--- src/rtl/updown_counter_if.sv ---
// Control/status bundle for updown_counter.
// With UPDOWN_COUNTER_CAPTURE_EN defined the bundle also carries cap_i/cap_o.
interface updown_counter_if #(
  parameter int unsigned width = 10
);
  logic             clr_i;
  logic             ld_i;
  logic [width-1:0] ld_dat_i;
  logic             en_i;
  logic             dir_i;
  logic             sat_i;
  logic [width-1:0] dat_o;
  logic             tc_o;
  logic             ovf_o;
`ifdef UPDOWN_COUNTER_CAPTURE_EN
  logic             cap_i;
  logic [width-1:0] cap_o;
`endif

  // Master drives the controls and observes the counter outputs.
  modport master (
    output clr_i, ld_i, ld_dat_i, en_i, dir_i, sat_i,
`ifdef UPDOWN_COUNTER_CAPTURE_EN
    output cap_i,
    input  cap_o,
`endif
    input  dat_o, tc_o, ovf_o
  );

  // Slave is the counter itself.
  modport slave (
    input  clr_i, ld_i, ld_dat_i, en_i, dir_i, sat_i,
`ifdef UPDOWN_COUNTER_CAPTURE_EN
    input  cap_i,
    output cap_o,
`endif
    output dat_o, tc_o, ovf_o
  );
endinterface

--- src/rtl/updown_counter.sv ---
// Up/down modulo counter with load, clear, wrap/saturate boundary handling,
// a terminal-count strobe and a sticky overflow flag.
// Optional capture register enabled by UPDOWN_COUNTER_CAPTURE_EN.
module updown_counter #(
  parameter int unsigned width  = 10,
  parameter int unsigned maxval = 1023
) (
  input  logic             clk_i,
  input  logic             rst_i,
  updown_counter_if.slave  bus
);

  // Arithmetic is carried one bit wider so that maxval = 2**width-1 compares
  // and increments cleanly.
  localparam logic [width:0]   MAX_EXT = (width+1)'(maxval);
  localparam logic [width-1:0] MAX_W   = MAX_EXT[width-1:0];

  logic [width-1:0] dat_q, dat_d;
  logic             tc_q,  tc_d;
  logic             ovf_q, ovf_d;

  logic [width:0] dat_ext;
  logic [width:0] ld_ext;
  logic [width:0] inc_ext;
  logic [width:0] dec_ext;

  assign dat_ext = {1'b0, dat_q};
  assign ld_ext  = {1'b0, bus.ld_dat_i};
  assign inc_ext = dat_ext + 1'b1;
  assign dec_ext = dat_ext - 1'b1;

  // Next-state: clear beats load beats count; tc is a one-cycle pulse.
  always_comb begin
    dat_d = dat_q;
    tc_d  = 1'b0;
    ovf_d = ovf_q;
    if (bus.clr_i) begin
      dat_d = '0;
      ovf_d = 1'b0;
    end else if (bus.ld_i) begin
      dat_d = (ld_ext > MAX_EXT) ? MAX_W : bus.ld_dat_i;
    end else if (bus.en_i) begin
      if (bus.dir_i) begin
        if (dat_ext < MAX_EXT) begin
          dat_d = inc_ext[width-1:0];
          tc_d  = bus.sat_i && (inc_ext == MAX_EXT);
        end else begin
          ovf_d = 1'b1;
          if (!bus.sat_i) begin
            dat_d = '0;
            tc_d  = 1'b1;
          end
        end
      end else begin
        if (dat_q != '0) begin
          dat_d = dec_ext[width-1:0];
          tc_d  = bus.sat_i && (dec_ext == '0);
        end else begin
          ovf_d = 1'b1;
          if (!bus.sat_i) begin
            dat_d = MAX_W;
            tc_d  = 1'b1;
          end
        end
      end
    end
  end

  // State register with synchronous reset overriding all controls.
  always_ff @(posedge clk_i) begin
    if (rst_i) begin
      dat_q <= '0;
      tc_q  <= 1'b0;
      ovf_q <= 1'b0;
    end else begin
      dat_q <= dat_d;
      tc_q  <= tc_d;
      ovf_q <= ovf_d;
    end
  end

  assign bus.dat_o = dat_q;
  assign bus.tc_o  = tc_q;
  assign bus.ovf_o = ovf_q;

`ifdef UPDOWN_COUNTER_CAPTURE_EN
  logic [width-1:0] cap_q, cap_d;

  // Snapshot the pre-update count; only reset clears it.
  always_comb begin
    cap_d = cap_q;
    if (bus.cap_i) cap_d = dat_q;
  end

  // Capture register.
  always_ff @(posedge clk_i) begin
    if (rst_i) cap_q <= '0;
    else       cap_q <= cap_d;
  end

  assign bus.cap_o = cap_q;
`endif

endmodule

--- src/flat_wrapper.sv ---
// flat-port wrapper written by rule: the top's interface ports become plain ports
module updown_counter_flat 
#(
  parameter int unsigned width  = 10,
  parameter int unsigned maxval = 1023
)
  (clk_i, rst_i, bus_clr_i, bus_ld_i, bus_ld_dat_i, bus_en_i, bus_dir_i, bus_sat_i, bus_dat_o, bus_tc_o, bus_ovf_o);
  updown_counter_if #(.width(width)) bus_i ();
  input  logic clk_i;
  input  logic rst_i;
  input wire logic [$bits(bus_i.clr_i)-1:0] bus_clr_i;
  input wire logic [$bits(bus_i.ld_i)-1:0] bus_ld_i;
  input wire logic [$bits(bus_i.ld_dat_i)-1:0] bus_ld_dat_i;
  input wire logic [$bits(bus_i.en_i)-1:0] bus_en_i;
  input wire logic [$bits(bus_i.dir_i)-1:0] bus_dir_i;
  input wire logic [$bits(bus_i.sat_i)-1:0] bus_sat_i;
  output wire logic [$bits(bus_i.dat_o)-1:0] bus_dat_o;
  output wire logic [$bits(bus_i.tc_o)-1:0] bus_tc_o;
  output wire logic [$bits(bus_i.ovf_o)-1:0] bus_ovf_o;
  assign bus_i.clr_i = bus_clr_i;
  assign bus_i.ld_i = bus_ld_i;
  assign bus_i.ld_dat_i = bus_ld_dat_i;
  assign bus_i.en_i = bus_en_i;
  assign bus_i.dir_i = bus_dir_i;
  assign bus_i.sat_i = bus_sat_i;
  assign bus_dat_o = bus_i.dat_o;
  assign bus_tc_o = bus_i.tc_o;
  assign bus_ovf_o = bus_i.ovf_o;
  updown_counter #(.width(width), .maxval(maxval)) u_core (.clk_i(clk_i), .rst_i(rst_i), .bus(bus_i));
endmodule
--- config.mk ---
export PLATFORM = sky130hd
export DESIGN_NAME = updown_counter_flat
export DESIGN_NICKNAME = d
export VERILOG_FILES = /design/src/rtl/updown_counter_if.sv /design/src/rtl/updown_counter.sv /design/src/flat_wrapper.sv
export SDC_FILE = /design/constraint.sdc
export NUM_CORES = 1
export LEC_CHECK = 0
export ABC_AREA = 1
export CAP_MARGIN = 40
export CORE_ASPECT_RATIO = 1.4
export CORE_MARGIN = 10
export CORE_UTILIZATION = 48
export CTS_BUF_LIST = sky130_fd_sc_hd__clkbuf_4 sky130_fd_sc_hd__clkbuf_8
export CTS_CLUSTER_SIZE = 16
export DETAILED_ROUTE_END_ITERATION = 16
export PLACE_DENSITY = 0.76
export SETUP_SLACK_MARGIN = 0.5
export SYNTH_ARGS = -nofsm -noshare
export SYNTH_HDL_FRONTEND = slang
export SYNTH_SLANG_ARGS = --single-unit
export TNS_END_PERCENT = 30
--- constraint.sdc ---
create_clock -name clk_i -period 1.6 [get_ports clk_i]
set_clock_uncertainty 0.1 [all_clocks]
set_input_delay 0.24 -clock clk_i [delete_from_list [all_inputs] [get_ports clk_i]]
set_output_delay 0.24 -clock clk_i [all_outputs]
set_load 0.05 [all_outputs]
# ---- Word level (Yosys, flattened, before mapping)
# Cells that the tools add are included.
dict set report totals {
  input_bits 17
  ff_bits 12
}
dict set report op_classes {
  n_bitwise 2
  n_reduce_logical 9
  n_addsub 2
  n_eq_ne 5
  n_mux 15
  order_cmp 2
}
# op count
set op_table {}
lappend op_table {{10-bit two-way mux} 8}
lappend op_table {{10-bit by 1-bit adder with 11-bit output, second input constant} 1}
lappend op_table {{11-bit by 10-bit equality test with 1-bit output, second input constant} 1}
lappend op_table {{11-bit logical NOT} 1}
lappend op_table {{10-bit by 1-bit subtractor with 11-bit output, second input constant} 1}
lappend op_table {{10-bit greater-than comparator, second input constant} 1}
lappend op_table {{10-bit less-than comparator, second input constant} 1}
lappend op_table {{10-bit nonzero test} 1}
lappend op_table {{4-bit by 3-bit inequality test with 1-bit output, second input constant} 2}
lappend op_table {{1-bit two-way mux} 7}
lappend op_table {{2-bit inequality test, second input constant} 2}
lappend op_table {{4-bit AND reduction} 1}
lappend op_table {{4-bit OR reduction} 1}
lappend op_table {{3-bit AND reduction} 1}
lappend op_table {{1-bit logical AND} 2}
lappend op_table {{1-bit NOT} 2}
lappend op_table {{2-bit nonzero test} 1}
lappend op_table {{2-bit OR reduction} 1}

# ---- Depth between registers and ports, before layout
# Gate-level depths: netlist of run 1.
dict set report depth {
  depth_word 5
  mapped_depth 12
  depth_no_buf 12
}

# ---- Worst setup path after synthesis of run 1
# No wires, ideal clock.
dict set report synth_path {
  path_kind {register to register}
  from {register u_core.dat_q[0] (netlist: u_core.bus.dat_o[0])}
  to {register u_core.dat_q[3] (netlist: u_core.bus.dat_o[3])}
  arrival_ns 1.964
  required_time_ns 1.385
  setup_slack_ns -0.578
  n_path_buf 0
  setup_ns 0.115
  stages_incl_launch_ff 10
  cell_sequence {dfxtp_1 inv_1 ha_1 inv_1 nor2_1 nand3_2 nor2_2 a21oi_1 o221ai_1 o21a_1}
}
dict set report synth_via {
  elab_chain_len 5
  word_cells_on_any_way 12
}
# item line
set synth_lines {}
lappend synth_lines {{from (decl)} updown_counter.sv:18} ;# logic [width-1:0] dat_q, dat_d;
lappend synth_lines {{from (signal assigned)} updown_counter.sv:76} ;# dat_q <= dat_d;
lappend synth_lines {{10-bit by 1-bit subtractor with 11-bit output, or another cell as far along} updown_counter.sv:30} ;# assign dec_ext = dat_ext - 1'b1;
lappend synth_lines {{10-bit two-way mux (on tied branches)} {updown_counter.sv:55, updown_counter.sv:44}}
lappend synth_lines {{10-bit two-way mux} updown_counter.sv:43} ;# if (bus.dir_i) begin
lappend synth_lines {{10-bit two-way mux} updown_counter.sv:42} ;# end else if (bus.en_i) begin
lappend synth_lines {{10-bit two-way mux} updown_counter.sv:40} ;# end else if (bus.ld_i) begin
# Several ways; a longest one is shown, not always the timed one. The select of a mux whose other input is x is not followed.
# A chain may end at the register's enable or synchronous reset.

# ---- Worst setup path in the final report of run 1
dict set report layout_path {
  from {register u_core.dat_q[1] (netlist: u_core.bus.dat_o[1])}
  to {register u_core.dat_q[1] (netlist: u_core.bus.dat_o[1])}
}
# Same word-level chain as after synthesis.

==> run metrics, run 1 <==
status finished, violations left; failing checks setup timing; H-tree levels 1; GP Congestion 0.968; Final Hold Fails 0; Layout Nets between 300 and 400; CP max FO 4; reg2reg setup slack -180 ps; global route overflow 0; Max transition margin about 81%; row count 22; clk_lat worst skew between 200 and 300 ps; Main synth FF type dfxtp_1; hold_sp u_core.bus.ovf_o; Post-synth top cells 64 x nand2_1, 35 x nor2_1, 27 x inv_1, 21 x nand3_1, 14 x a21oi_1; number of global-route vias before repair 1791; leakage between 0.001 and 0.0015 uW; first-pass GRT wire length just under 8 mm; Crit. End Element flip-flop; Routed Antenna Nets 0; asr flop ratio synth 0%; #FFs+latches synth 12; Tightest Pin Transition between 200 and 300 ps; Synth area leaders dfxtp_1 18%, nand2_1 18%, nor2_1 9.6%; via count roughly 1800; Req. time, crit path ~1700 ps; setup tns final -1190 ps; Routed Wire Length 5.39 mm; maximum clock path buffer count 2; max layer used met4; layout cell share with drive strength beyond 1 around 41%; unrepaired setup endpoints after global routing true; syn nets around 260; core area about 0.0027 mm2; chip width approximately 65 um; Post-Place Worst Slack -190 ps; fmax around 0.56 GHz; most frequent cell after synthesis nand2_1; WL met2 between 2 and 3 mm; Initial Util 51.3%; fillers 144; initial antenna violation count 0; Crit Path Category reg -> reg; Mapped Cells between 200 and 250; Placed Area between 0.002 and 0.0025 mm2; Post-synth EDFFs 0; final worst slack -177 ps; Max Cap Viol 0; Inserted Diodes 0; Yosys top cell area share about 18%; Mapped Avg Cell Area 5.85 um2; crit path time final 1780 ps; Vias/cell between 5 and 6; CP Launch Type flip-flop; final non-filler cell total roughly 340; PwrDens between 500 and 600 mW/mm2; period utilization 111%; post-layout util about 87%; largest area contributor in the netlist dfxtp_1; Inserted Clock Buffers 3; Post-Place Cells ~320; max-slew violation count 0; CTS Hold Bufs 0; DIE AREA between 0.005 and 0.006 mm2; Register-to-Register Path Depth 10; PortBufs 28; Synth Cell Area approximately 0.0014 mm2; total track usage 17.7%; clock slew at reported path FFs roughly 80 ps; Residual DRC 0; routed wl met3 384 um; WHS Path Cells 2; IO Pins 29; worst reg2reg startpoint u_core.bus.dat_o[1]; crit path DAT 1850 ps; Starting DRT DRC Count approximately 180; area growth from synthesis to layout 69.6%; Hold WC Path Type reg -> reg; largest net degree at the start of global routing 11; clock sink count 12; maximum vdd ir drop approximately 0.6 mV; Yosys cell types 29; fin area between 0.002 and 0.0025 mm2; Yosys warning count 0; sequential share of the synthesized area around 18%; detailed placement HPWL between 3 and 4 mm; WHS Endpoint u_core.bus.ovf_o; DRT met1 WL 2.08 mm; setup violators final 12; wire per inst 16.1 um; DR pass1 iterations 4; Die H a little over 80 um; clk root buf clkbuf_4; CTS tree done; reg2reg end u_core.bus.dat_o[1]
==> logic make-up (layout without fill, tap and decap cells) <==
group           after synthesis  after routing  share of synthesized area, %
compound gates               33             33                          14.2
xor+xnor                      5              5                          3.20
simple gates                144            144                          47.8
flops                        12             12                          17.6
buf+inv                      36            102                          13.6
fa+ha+maj                     4              4                          3.66
==> area by class of cell <==
cell class	count	area (um2)	area share, %
multi-input combinational	186	1120	48.1
clock inverter	1	3.75	0.162
clock buffer	3	22.5	0.970
inverter	28	113	4.85
timing repair buffer	70	743	32.0
tap	36	45.0	1.94
sequential	12	277	11.9
==> flip-flops by register name (all words and copies together), names as in the netlist <==
| signal | count |
|---|---|
| u_core.bus.dat_o | 10 |
| u_core.bus.ovf_o | 1 |
| u_core.bus.tc_o | 1 |
==> stage by stage <==
stage          hold slack (ps)  total power [uW]
5_1_grt                    399              1300
6_report                   374              1240
3_3_place_gp               337               911
3_5_place_dp               341               919
4_1_cts                    369              1150
2_1_floorplan              302               687
==> critical path, stage by stage, from the launching register on <==
cell and delay [ps]:
dfxtp_4 400, inv_4 50, ha_4 160, buf_4 140
nand3_4 80, nor2_1 40, nand4_1 110, nand3_4 120
buf_4 170, a21boi_1 190, a21oi_2 100
==> per-layer routing <==
| layer | track usage, % | up-vias |
|---|---|---|
| li1 | - | 877 |
| met1 | 19.9 | 836 |
| met2 | 31.0 | 109 |
| met3 | 2.55 | 23 |
| met4 | 8.56 | 0 |
| met5 | 0 | - |
==> worst max path at each step <==
stage                   startpoint                  end  slack, ps  cells past startpoint
2_1_floorplan  u_core.bus.dat_o[0]  u_core.bus.dat_o[4]         -1                     11
3_3_place_gp             bus_dir_i  u_core.bus.dat_o[3]       -200                      5
3_5_place_dp             bus_dir_i  u_core.bus.dat_o[3]       -190                      5
4_1_cts        u_core.bus.dat_o[0]      u_core.bus.tc_o       -100                     11
5_1_grt        u_core.bus.dat_o[0]      u_core.bus.tc_o       -280                     13
6_report       u_core.bus.dat_o[1]  u_core.bus.dat_o[1]       -180                     10
==> where the power goes <==
part | internal (uW) | switching [uW] | leakage [uW]
sequential | 310 | 39.1 | 0.000105
combinational | 315 | 371 | 0.000904
clock | 90.9 | 113 | 0.0000154
==> cells in the final DEF, fill, tap and decap left out, types with 2 or more instances in the layout <==
cell,synthesis,layout
clkbuf_4,0,3
buf_6,4,12
nor2_2,7,11
nand3_1,21,15
nand3_2,2,6
nand2_2,4,6
a21oi_1,14,7
clkdlybuf4s50_1,0,16
o21ai_2,0,2
nand2_1,64,62
buf_12,1,10
a211oi_2,2,2
o21ai_0,12,8
ha_1,4,2
or2_2,2,2
xor2_1,5,3
o21a_1,2,2
a21oi_2,0,7
nor2_1,35,27
inv_2,1,4
o21ai_1,0,2
inv_1,27,22
dfxtp_2,0,2
nand3_4,1,3
ha_4,0,2
buf_4,1,31
dfxtp_4,0,9
and2_1,2,2
nor2_4,2,6
nand4_1,3,3
==> repair_timing <==
action / in CTS / in global routing
setup endpoints to repair: 24 / 24
buffers inserted: 3 / 8
pin swaps: 8 / 21
gates resized for setup: 25 / 31
Power figures use the tool's default switching activity.
==> inputs of run 2 (changes only) <==
- ABC_AREA: 1 -> unset
- CORE_UTILIZATION: 48 -> 46
- PLACE_DENSITY: 0.76 -> 0.75
==> run 2 against run 1 <==
The flow still finishes with violations (setup timing). Clock power increased by 17%. Hold slack got worse by 13 ps. Die area decreased by 4.5%. Total power decreased by 6.4%. Global-route usage increased by 2.3 points. Register-to-register slack got worse by 450 ps. Combinational power decreased by 13%. Core utilization decreased by 4.2 points. Flip-flop and latch count unchanged. Routed wire length decreased by 0.80%. Maximum frequency decreased by 20%. Clock-buffer cell count increased by 1. Critical path type unchanged. Critical endpoint is now u_core.bus.tc_o. Largest power group unchanged. Highest routed layer unchanged.
==> run metrics, run 2 <==
status finished, violations left; failing checks setup timing; XOR/XNOR Fraction of Synth Area 3.56% (+0.36 points); asr flop ratio synth 0% (unchanged); fin area 0.00214 mm2 (-7.8%); most frequent cell after synthesis o21ai_0; wire per inst 20.3 um (+26%); Tightest Pin Transition 343 ps (+61.4 ps); Synth Cell Area 0.00123 mm2 (-10%); post-synthesis compound-gate area fraction 28.6% (+14 points); Main synth FF type dfxtp_1; DIE AREA 0.00518 mm2 (-4.5%); Routed Wire Length 5.35 mm (-0.80%); largest area contributor in the netlist dfxtp_1; Routed Antenna Nets 0 (unchanged); DR pass1 iterations 4 (unchanged); Post-Synth Adder-Cell Area 4.07% (+0.41 points); row count 22 (unchanged); CTS tree done; Yosys warning count 0 (unchanged); clock sink count 12 (unchanged); largest family of logic cells by synthesized area simple AND/OR/NAND/NOR gates; crit path cell chain inv_4 > ha_4 > or4b_4 > xnor2_1 > or3_1 > a2111oi_2 > o32a_1; Hold WC Path Type reg -> reg; clk_lat worst skew 310 ps (+20 ps); crit path max-delay cell type or4b_4; CP max FO 5 (+1); Initial Util 47.6% (-3.7 points); period utilization 139% (+28 points); leakage 0.000838 uW (-18%); core area 0.00259 mm2 (-3.1%); Post-synth top cells 13 x o21ai_0, 12 x dfxtp_1, 12 x nor2_1, 11 x a21oi_1, 9 x clkbuf_1; crit path time final 2230 ps (+454 ps); clk root buf clkbuf_4; clock slew at reported path FFs 90 ps (about the same); Placed Area 0.00193 mm2 (-4.0%); Mapped Avg Cell Area 7.42 um2 (+27%); delay-heaviest family, CP simple AND/OR/NAND/NOR gates; total track usage 20.0% (+2.3 points); maximum vdd ir drop 0.508 mV (-16%); max-slew violation count 0 (unchanged); Register-to-Register Path Depth 7 (-3); Req. time, crit path 1750 ps (+70 ps); PortBufs 28 (unchanged); maximum clock path buffer count 2 (unchanged); chip width 63.7 um (-2.2%); syn nets 187 (-27%); WHS Path Cells 2 (unchanged); crit path DAT 2390 ps (+540 ps); via count 1670 (-9.5%); Bufs and invs on worst path 1 (-2); commonest non-fill, non-tap cells in the layout 36 x buf_4, 16 x clkdlybuf4s50_1, 11 x nor2_1, 11 x o21ai_0, 11 x buf_12; IO Pins 29 (unchanged); CP Launch Type flip-flop; Max Cap Viol 0 (unchanged); Mapped Cells 166 (-29%); initial antenna violation count 0 (unchanged); area growth from synthesis to layout 73.9%; Starting DRT DRC Count 152 (-16%); fmax 0.448 GHz (-20%); layout cell share with drive strength beyond 1 41.7% (+0.67 points); post-layout util 82.7% (-4.2 points); GP Congestion 1.05 (+9.0%); proportion of synthesized area in mux cells 3.56% (+3.6 points); sequential share of the synthesized area 19.5% (+2.0 points); Critical Path Stages 7 (-3); Max transition margin 76.9% (-4.1 points); Final Hold Fails 0 (unchanged); #FFs+latches synth 12 (unchanged); Crit Path Category reg -> reg; Largest register FFs 10 (unchanged); Inserted Clock Buffers 3 (unchanged); final worst slack -632 ps (-454 ps); H-tree levels 1 (unchanged); unrepaired setup endpoints after global routing true; Residual DRC 0 (unchanged); Crit. End Element flip-flop; number of global-route vias before repair 1660 (-7.3%); Inserted Diodes 0 (unchanged); Post-synth EDFFs 0 (unchanged); reg2reg setup slack -630 ps (-450 ps); Die H 81.2 um (-2.4%); first-pass GRT wire length 8.23 mm (+4.0%); Post-Synth Simple-Gate Area 33.4% (-14 points); largest net degree at the start of global routing 18 (+7); CP max stage delay 510 ps (+110 ps); detailed placement HPWL 3.82 mm (+2.8%); commonest non-fill, non-tap cell in the layout buf_4; PwrDens 541 mW/mm2 (+1.4%); Yosys top cell area share 19.5% (+2.0 points); Layout Nets 250 (-22%); setup violators final 12 (unchanged); global route overflow 0 (unchanged); Yosys cell types 52 (+79%); Vias/cell 6.33 (+15%); Synth area leaders dfxtp_1 20%, o21ai_0 5.3%, a21oi_1 4.5%
-- run 2: metrics by stage --
step	setup TNS, ps	instances	worst slack, ps	hold WS, ps	total power (uW)
floorplan	-7410	166	-685	294	609
global placement	-6300	255	-592	329	839
detailed placement	-6850	255	-621	340	851
CTS	-6190	260	-578	366	1120
global route	-7170	264	-699	397	1210
finish	-6260	264	-632	362	1160
-- run 2: metal layers --
| metal | track usage [%] | share of wire [%] | up-vias |
|---|---|---|---|
| li1 | - | - | 760 |
| met1 | 21.0 | 37 | 799 |
| met2 | 36.1 | 54 | 96 |
| met3 | 4.68 | 7.6 | 15 |
| met4 | 11.2 | 2.1 | 0 |
| met5 | 0 | 0 | - |
-- run 2: report_power, final --
group          internal (uW)  total (uW)  switching [uW]
logic                    293         594             301
registers                312         327            15.0
clock network            114         239             124
total                    719        1160             440
-- run 2: final cells by class --
class / count / area [um2]
Fill cell: 172 / 447
Sequential cell: 12 / 254
Clock buffer: 4 / 30.0
Timing Repair Buffer: 72 / 759
Inverter: 7 / 31.3
Multi-Input combinational cell: 133 / 1020
Tap cell: 36 / 45.0
-- run 2: final timing paths --
kind / startpoint / to
min: u_core.bus.ovf_o / u_core.bus.ovf_o
min reg2reg: u_core.bus.ovf_o / u_core.bus.ovf_o
max reg2reg: u_core.bus.dat_o[0] / u_core.bus.tc_o
max: u_core.bus.dat_o[0] / u_core.bus.tc_o
-- run 2: logic make-up after synthesis --
logic type               Yosys count
AND/OR/NAND/NOR                   69
AO/OA/AOI/OAI                     51
buffers and inverters             21
flip-flops                        12
XOR/XNOR                           5
multiplexers                       4
adder cells (fa/ha/maj)            4
-- run 2: repair_timing --
action,4_1_cts,5_1_grt
gates resized for setup,20,13
endpoints found under the setup margin,24,24
pin swaps,7,8
hold buffers,0,0
setup buffers,1,4
-- run 2: worst reg2reg max path, delay by kind of cell, from the launching register on --
kind                       cells  cell delay, ps
AOI/OAI and AO/OA              2             510
xor gates and xnor gates       1             160
adders and majority gates      1             120
buffers and inverters          1              60
DFF                            1             360
and+or+nand+nor                2             850
